===== src/rtl/mpcache_pkg.sv =====
// ----------------------------------------------------------------------------
// mpcache_pkg
//   Definitions shared by the multiport cache blocks.
//   - sched_st_e : state encoding of the per-output-port queue scheduler
//                  (que_sched_ctrl).
//   - SCHED_PORTNUM_DEF / SCHED_TMO_CYC_DEF : default input-port count and
//                  default transfer timeout used by que_sched_ctrl.
// ----------------------------------------------------------------------------
package mpcache_pkg;

  localparam int SCHED_PORTNUM_DEF = 16;
  localparam int SCHED_TMO_CYC_DEF = 255;

  typedef enum logic [2:0] {
    S_IDLE  = 3'd0,
    S_UPD   = 3'd1,
    S_WAIT  = 3'd2,
    S_GRANT = 3'd3,
    S_XFER  = 3'd4,
    S_CLR   = 3'd5,
    S_DONE  = 3'd6
  } sched_st_e;

endpackage


===== src/rtl/que_sched_ctrl.sv =====
// ----------------------------------------------------------------------------
// que_sched_ctrl
//   Sequencer between the per-output-port queue arbitrator and the read
//   engine. A round snapshots the arbitrator (o_arb_update), then for every
//   port the arbitrator selects: offer a grant to the read engine, wait for
//   the transfer to complete, clear the port in the arbitrator. The round
//   ends when a WAIT cycle sees no valid selection.
//
//   Optional feature: define QUE_SCHED_TMO_EN to enable the transfer
//   timeout. Without it o_tmo is tied low and XFER waits for i_done forever.
//
// Parameters
//   PORTNUM  number of input ports
//   TMO_CYC  XFER timeout in cycles (QUE_SCHED_TMO_EN only)
//
// Ports
//   i_clk, i_rst_n   clock, synchronous active-low reset
//   i_start          request a new round (only honoured in IDLE)
//   o_arb_update     one-cycle snapshot pulse to the arbitrator
//   i_arb_port       arbitrator selected port
//   i_arb_port_vld   selection valid (one cycle after update/clear)
//   i_arb_empty      arbitrator has nothing pending (informational)
//   o_arb_clr_port   port to clear in the arbitrator
//   o_arb_clr_vld    one-cycle clear pulse
//   o_grant_port     granted port
//   o_grant_vld      grant valid
//   i_grant_rdy      read engine accepts the grant
//   i_done           read engine finished the granted transfer
//   o_busy           round in progress
//   o_round_done     one-cycle end-of-round pulse
//   o_grant_cnt      grants issued in the current round (saturating)
//   o_tmo            one-cycle transfer-timeout pulse
//
// Grant handshake: o_grant_vld/o_grant_port come straight from the state and
// port registers, so once raised they stay high and unchanged until the cycle
// in which i_grant_rdy is also high; that single cycle is the transfer of the
// grant, after which the FSM moves to XFER and o_grant_vld drops.
//
// Every output is a decode of registers only (state, latched port, grant
// counter, timeout pulse register); no input reaches an output
// combinationally.
// ----------------------------------------------------------------------------
module que_sched_ctrl
  import mpcache_pkg::*;
#(
  parameter int PORTNUM = SCHED_PORTNUM_DEF,
  parameter int TMO_CYC = SCHED_TMO_CYC_DEF,
  localparam int PW = $clog2(PORTNUM),
  localparam int CW = $clog2(PORTNUM + 1)
) (
  input  logic          i_clk,
  input  logic          i_rst_n,
  input  logic          i_start,
  output logic          o_arb_update,
  input  logic [PW-1:0] i_arb_port,
  input  logic          i_arb_port_vld,
  input  logic          i_arb_empty,
  output logic [PW-1:0] o_arb_clr_port,
  output logic          o_arb_clr_vld,
  output logic [PW-1:0] o_grant_port,
  output logic          o_grant_vld,
  input  logic          i_grant_rdy,
  input  logic          i_done,
  output logic          o_busy,
  output logic          o_round_done,
  output logic [CW-1:0] o_grant_cnt,
  output logic          o_tmo
);

  sched_st_e     state_q, state_d;
  logic [PW-1:0] port_q, port_d;
  logic [CW-1:0] cnt_q, cnt_d;
  logic          tmo_hit;

  // i_arb_empty is redundant with i_arb_port_vld: an empty arbitrator simply
  // never raises valid, and a missing valid ends the round either way.
  logic unused_arb_empty;
  assign unused_arb_empty = i_arb_empty;

  // --------------------------------------------------------------------------
  // State, latched port and grant counter
  // --------------------------------------------------------------------------
  always_ff @(posedge i_clk) begin
    if (!i_rst_n) begin
      state_q <= S_IDLE;
      port_q  <= '0;
      cnt_q   <= '0;
    end else begin
      state_q <= state_d;
      port_q  <= port_d;
      cnt_q   <= cnt_d;
    end
  end

  // --------------------------------------------------------------------------
  // Next state
  // --------------------------------------------------------------------------
  always_comb begin
    state_d = state_q;
    port_d  = port_q;
    cnt_d   = cnt_q;
    case (state_q)
      S_IDLE: begin
        if (i_start) begin
          state_d = S_UPD;
          cnt_d   = '0;
        end
      end
      S_UPD: begin
        state_d = S_WAIT;
      end
      // WAIT is always exactly one cycle: the arbitrator answers one cycle
      // after update/clear, and no valid there means nothing is left.
      S_WAIT: begin
        if (i_arb_port_vld) begin
          port_d  = i_arb_port;
          state_d = S_GRANT;
        end else begin
          state_d = S_DONE;
        end
      end
      S_GRANT: begin
        if (i_grant_rdy) begin
          state_d = S_XFER;
          if (cnt_q != CW'(PORTNUM)) begin
            cnt_d = cnt_q + 1'b1;
          end
        end
      end
      // Completion is only sampled here; i_done in any other state is
      // ignored. A timeout abandons the port and clears it like a completion.
      S_XFER: begin
        if (i_done || tmo_hit) begin
          state_d = S_CLR;
        end
      end
      S_CLR: begin
        state_d = S_WAIT;
      end
      S_DONE: begin
        state_d = S_IDLE;
      end
      default: begin
        state_d = S_IDLE;
      end
    endcase
  end

  // --------------------------------------------------------------------------
  // Transfer timeout
  // --------------------------------------------------------------------------
`ifdef QUE_SCHED_TMO_EN
  localparam int TW = $clog2(TMO_CYC + 1);

  logic [TW-1:0] tmo_cnt_q;
  logic          tmo_q;

  // The counter holds 0 in the first XFER cycle and k-1 in the k-th one. It
  // reaches TMO_CYC at the edge ending the TMO_CYC-th XFER cycle, so the
  // timeout decision is taken in that cycle. A coincident i_done wins.
  assign tmo_hit = (state_q == S_XFER) && !i_done &&
                   (tmo_cnt_q == TW'(TMO_CYC - 1));

  always_ff @(posedge i_clk) begin
    if (!i_rst_n) begin
      tmo_cnt_q <= '0;
      tmo_q     <= 1'b0;
    end else begin
      tmo_q <= tmo_hit;
      if (state_q == S_GRANT) begin
        tmo_cnt_q <= '0;
      end else if (state_q == S_XFER) begin
        tmo_cnt_q <= tmo_cnt_q + 1'b1;
      end
    end
  end

  // Registered, so the pulse coincides with the CLR of the abandoned port.
  assign o_tmo = tmo_q;
`else
  assign tmo_hit = 1'b0;
  assign o_tmo   = 1'b0;
`endif

  // --------------------------------------------------------------------------
  // Moore outputs
  // --------------------------------------------------------------------------
  assign o_arb_update   = (state_q == S_UPD);
  assign o_arb_clr_vld  = (state_q == S_CLR);
  assign o_arb_clr_port = port_q;
  assign o_grant_vld    = (state_q == S_GRANT);
  assign o_grant_port   = port_q;
  assign o_busy         = (state_q != S_IDLE);
  assign o_round_done   = (state_q == S_DONE);
  assign o_grant_cnt    = cnt_q;

endmodule


===== config.mk =====
export PLATFORM = sky130hd
export DESIGN_NAME = que_sched_ctrl
export DESIGN_NICKNAME = d
export VERILOG_FILES = /design/src/rtl/mpcache_pkg.sv /design/src/rtl/que_sched_ctrl.sv
export SDC_FILE = /design/constraint.sdc
export NUM_CORES = 1
export LEC_CHECK = 0
export BUFFER_PORTS_ARGS = -buffer_cell sky130_fd_sc_hd__buf_4
export CAP_MARGIN = 15
export CORE_MARGIN = 10
export CORE_UTILIZATION = 34
export CTS_CLUSTER_DIAMETER = 200
export DETAILED_ROUTE_END_ITERATION = 16
export PLACE_DENSITY = 0.65
export SETUP_SLACK_MARGIN = 0.05
export SLEW_MARGIN = 20
export SYNTH_ARGS = -nofsm -noshare
export SYNTH_HDL_FRONTEND = slang
export SYNTH_SLANG_ARGS = --single-unit

===== constraint.sdc =====
create_clock -name i_clk -period 1.6 [get_ports i_clk]
set_input_delay 0.32 -clock i_clk [delete_from_list [all_inputs] [get_ports i_clk]]
set_output_delay 0.32 -clock i_clk [all_outputs]
set_load 0.005 [all_outputs]

Word level (Yosys, flattened, before mapping)
Index checks and enable logic that the tools add are counted.
Word-level totals
  register bits after elaboration: 12
  input port bits: 11
  output and inout port bits: 19
  word-level logic and storage cells: 31
Operators by class
  add/sub/neg operators: 1
  equal/unequal tests: 11
  mux-type cells: 9
  reductions and logical operators: 7
Operators with widths (count)
  5-bit 2-to-1 mux: 3
  3-bit case mux with 5 select lines: 1
  3-bit 2-to-1 mux: 4
  5-bit case mux with 2 select lines: 1
  3-bit equality test, second input constant: 3
  3-bit by 2-bit equality test with 1-bit output, second input constant: 2
  5-bit by 1-bit adder with 5-bit output, second input constant: 1
  5-bit != test, second input constant: 1
  2-bit by 1-bit != test with 1-bit output, second input constant: 2
  2-bit != test, second input constant: 2
  4-bit AND reduction: 1
  3-bit by 1-bit equality test with 1-bit output, second input constant: 1
  3-bit logical NOT: 1
  3-bit AND reduction: 1
  3-bit nonzero test: 1
  2-bit AND reduction: 1
  2-bit nonzero test: 1
  2-bit OR reduction: 1

Longest topological paths before layout
  word-level depth: 4
  mapped depth: 5
  depth with buffers taken out: 5

Worst setup path before layout
No wires, ideal clock.
  path kind: reg2out
  start: reg state_q[1]
  end: out o_busy
  data arrival time: 0.934 ns
  required time: 1.280 ns
  path slack: 0.346 ns
  cell stages (with the launch flop): 3
  buffers on the path: 1
  path through: dfxtp_1 -> buf_2 -> or3_2
On the way
  cells in the longest elaborated chain, start to end: 1
RTL lines
  start, declared: RTL line que_sched_ctrl.sv:70  | sched_st_e state_q, state_d;
  start signal, assigned: RTL line que_sched_ctrl.sv:89  | state_q <= state_d;
  3-bit nonzero test: RTL line que_sched_ctrl.sv:193  | assign o_busy = (state_q != S_IDLE);
  end, declared: RTL line que_sched_ctrl.sv:64  | output logic o_busy,
No other way between the ends.

Worst setup path after layout
  start: reg state_q[1]
  end: out o_grant_vld
On the way
  cells in the longest elaborated chain, start to end: 1
RTL lines
  3-bit by 2-bit equality test with 1-bit output: RTL line que_sched_ctrl.sv:191  | assign o_grant_vld = (state_q == S_GRANT);
  end, declared: RTL line que_sched_ctrl.sv:61  | output logic o_grant_vld,
No other way between the ends.

==> qor.yml <==
route:
  drtPass1Iterations: 4
  num_vias: 697
  drtAntennaViolNets: 0
  drt_iter0_markers: 24
  wl_per_cell_um: 14.6
  drc: 0
  viasPerCell: 5.28
  wirelength_um: 1930
cells_and_area:
  layout_common_cells: "buf_4, dfxtp_1, mux2i_1, nor2_1, nand2_1"
  final_util: 0.491
  drive_gt1_frac: 0.429
  final_nets: 119
  area_growth_pct: 33.4
  fin_area_um2: 983
  final_common_cell: "buf_4"
  antennaDiodeCount: 0
sta:
  final.setup.tns_ns: 0
  period_needed_ns: 1.48
  fin_crit_sh: 0.924
  max_freq_mhz: 676
  hold_viol: 0
  rsz0062_at_grt: "false"
  fin_worst_skew_ns: 0.00248
  setup_viol: 0
  slew_viol_final: 0
global_route:
  grt.total_usage: 0.0882
  grt_antenna_before_repair: 0
  grt_overflow_total: 0
  busiest_layer: "met2"
  met1_usage: 0.0937
  use_met3: 0.0468
  grt_max_degree: 14
  grtUsageMet2: 0.148
  grt_pass1_wl_um: 3230
  grt_pass1_vias: 696
clock_tree:
  holdBufCountCts: 0
  clkLatencyLatePin_ns: 0.27
  cts_sinks: 12
  cts_made_buffers: 3
  htreeDepth: 1
  cts_max_path_buffers: 2
  clk_pin_slew_ns: 0.08
  cts_tree: "yes"
  clock-root-buffer: "clkbuf_4"
worst_setup_path:
  crit_family: "flip-flops"
  worst_setup_path_start_kind: "register"
  slowest_stage: "dfxtp_4"
  cpPeakStageDelay_ns: 0.36
  end_kind: "output port"
  worst-path-buf-inv: 2
  worstSetupPathType: "register to output port"
  crit_top_cell: "buf_4"
  path_cells: "buf_4 -> and3b_1 -> buf_4"
  worstPathArrival_ns: 1.16
  required_ns: 1.28
  path_max_fanout: 5
synthesis:
  syn_area_um2: 737
  synth.ff_latch_count: 12
  synth_edf_count: 0
  ys_types: 37
  seq_area_frac_synth: 0.326
  synth_ff_type: "dfxtp_1"
  syn-instance-count: 80
  ys_warn_count: 0
  avgSynthCellArea_um2: 9.21
  synthArstFlopShare: 0
  synth_nets: 93
die:
  die_x_um: 66.6
  core_um2: 2000
  start_util: 0.368
  ios: 30
  dieArea_um2: 4430
  die_height_um: 66.6
  std_cell_rows: 16
job:
  maxCapViolCount: 0
placed_design:
  placed_area_um2: 901
  dp_hpwl_um: 1410
  io_buffers: 27
  gp_congestion: 0.820
pwr:
  peakVddDrop_v: 0.000601
  p_leak_nw: 0.422
  powerDensity_nw_per_um2: 752
outcome:
  status: "complete, no violations"
min_path:
  worstHoldPathType: "primary input to register"
-- report_power, final --
part           leakage, nW  switching, W  internal, W
clock network       0.0210      0.000108     0.000138
logic                0.302     0.0000675    0.0000994
registers           0.0990     0.0000147     0.000312
-- sequential cells by signal, indices dropped and copies added, names as in the netlist --
name and count:
state_q 3, o_grant_cnt 5, o_arb_clr_port 4
-- final timing paths --
kind | start | end | slack (ns) | depth (start not counted)
worst max-delay path | state_q[1]$_SDFFE_PN0P_ | o_grant_vld | 0.12 | 3
worst min-delay path | i_arb_port[3] | o_arb_clr_port[3]$_SDFFE_PN0P_ | 0.27 | 3
worst max register to register | state_q[0]$_SDFFE_PN0P_ | o_grant_cnt[4]$_SDFFE_PN0P_ | 0.19 | 4
worst min register to register | o_arb_clr_port[2]$_SDFFE_PN0P_ | o_arb_clr_port[2]$_SDFFE_PN0P_ | 0.53 | 2
-- cells in the mapped netlist, drive strengths merged (3+ instances only) --
master  instances  share of area
mux2i           5          0.068
nor2            5          0.025
nand2           5          0.025
nand3           4          0.027
o21ai           3          0.025
buf            11           0.11
dfxtp          12           0.33
and3b           3          0.037
-- per-stage QoR --
stage               power, W  instances  worst slack, ns  hold slack [ns]
floorplan           0.000420         80            0.346            0.461
CTS                 0.000743        132            0.124            0.274
finish              0.000740        132            0.121            0.274
global route        0.000778        132           0.0597            0.276
detailed placement  0.000472        124            0.223            0.516
global placement    0.000469        124            0.260            0.503
-- kinds of logic after synthesis --
family,synth area share
AND/OR/NAND/NOR,0.294
adder cells (fa/ha/maj),0.0340
flip-flops,0.326
AO/OA/AOI/OAI,0.149
multiplexers,0.0679
buffers and inverters,0.124
other,0.00509
-- metal layers --
layer | part of all wire | wire, um
met1 | 0.39 | 749
met2 | 0.49 | 945
met3 | 0.11 | 205
met4 | 0.013 | 26
met5 | 0 | 0
-- worst register-to-register path, stage by stage, from the launching register on --
cell	delay [ns]
dfxtp_4	0.36
buf_4	0.16
or4b_4	0.54
o21ai_2	0.11
a311oi_1	0.12
-- cell type report --
cell class | count | area, um2
inverters | 3 | 11.3
well taps | 27 | 33.8
multi-input cells | 54 | 409
clock buffers | 4 | 36.3
repair buffers | 32 | 244
fillers | 221 | 1020
flip-flops and latches | 12 | 249
-- what timing repair did --
| action | in CTS | in global routing |
|---|---|---|
| setup endpoints to repair | 3 | 0 |
| buffers inserted | 4 | 0 |
| resized for setup | 7 | 0 |
Note: power is estimated with default switching activity, not from simulation.
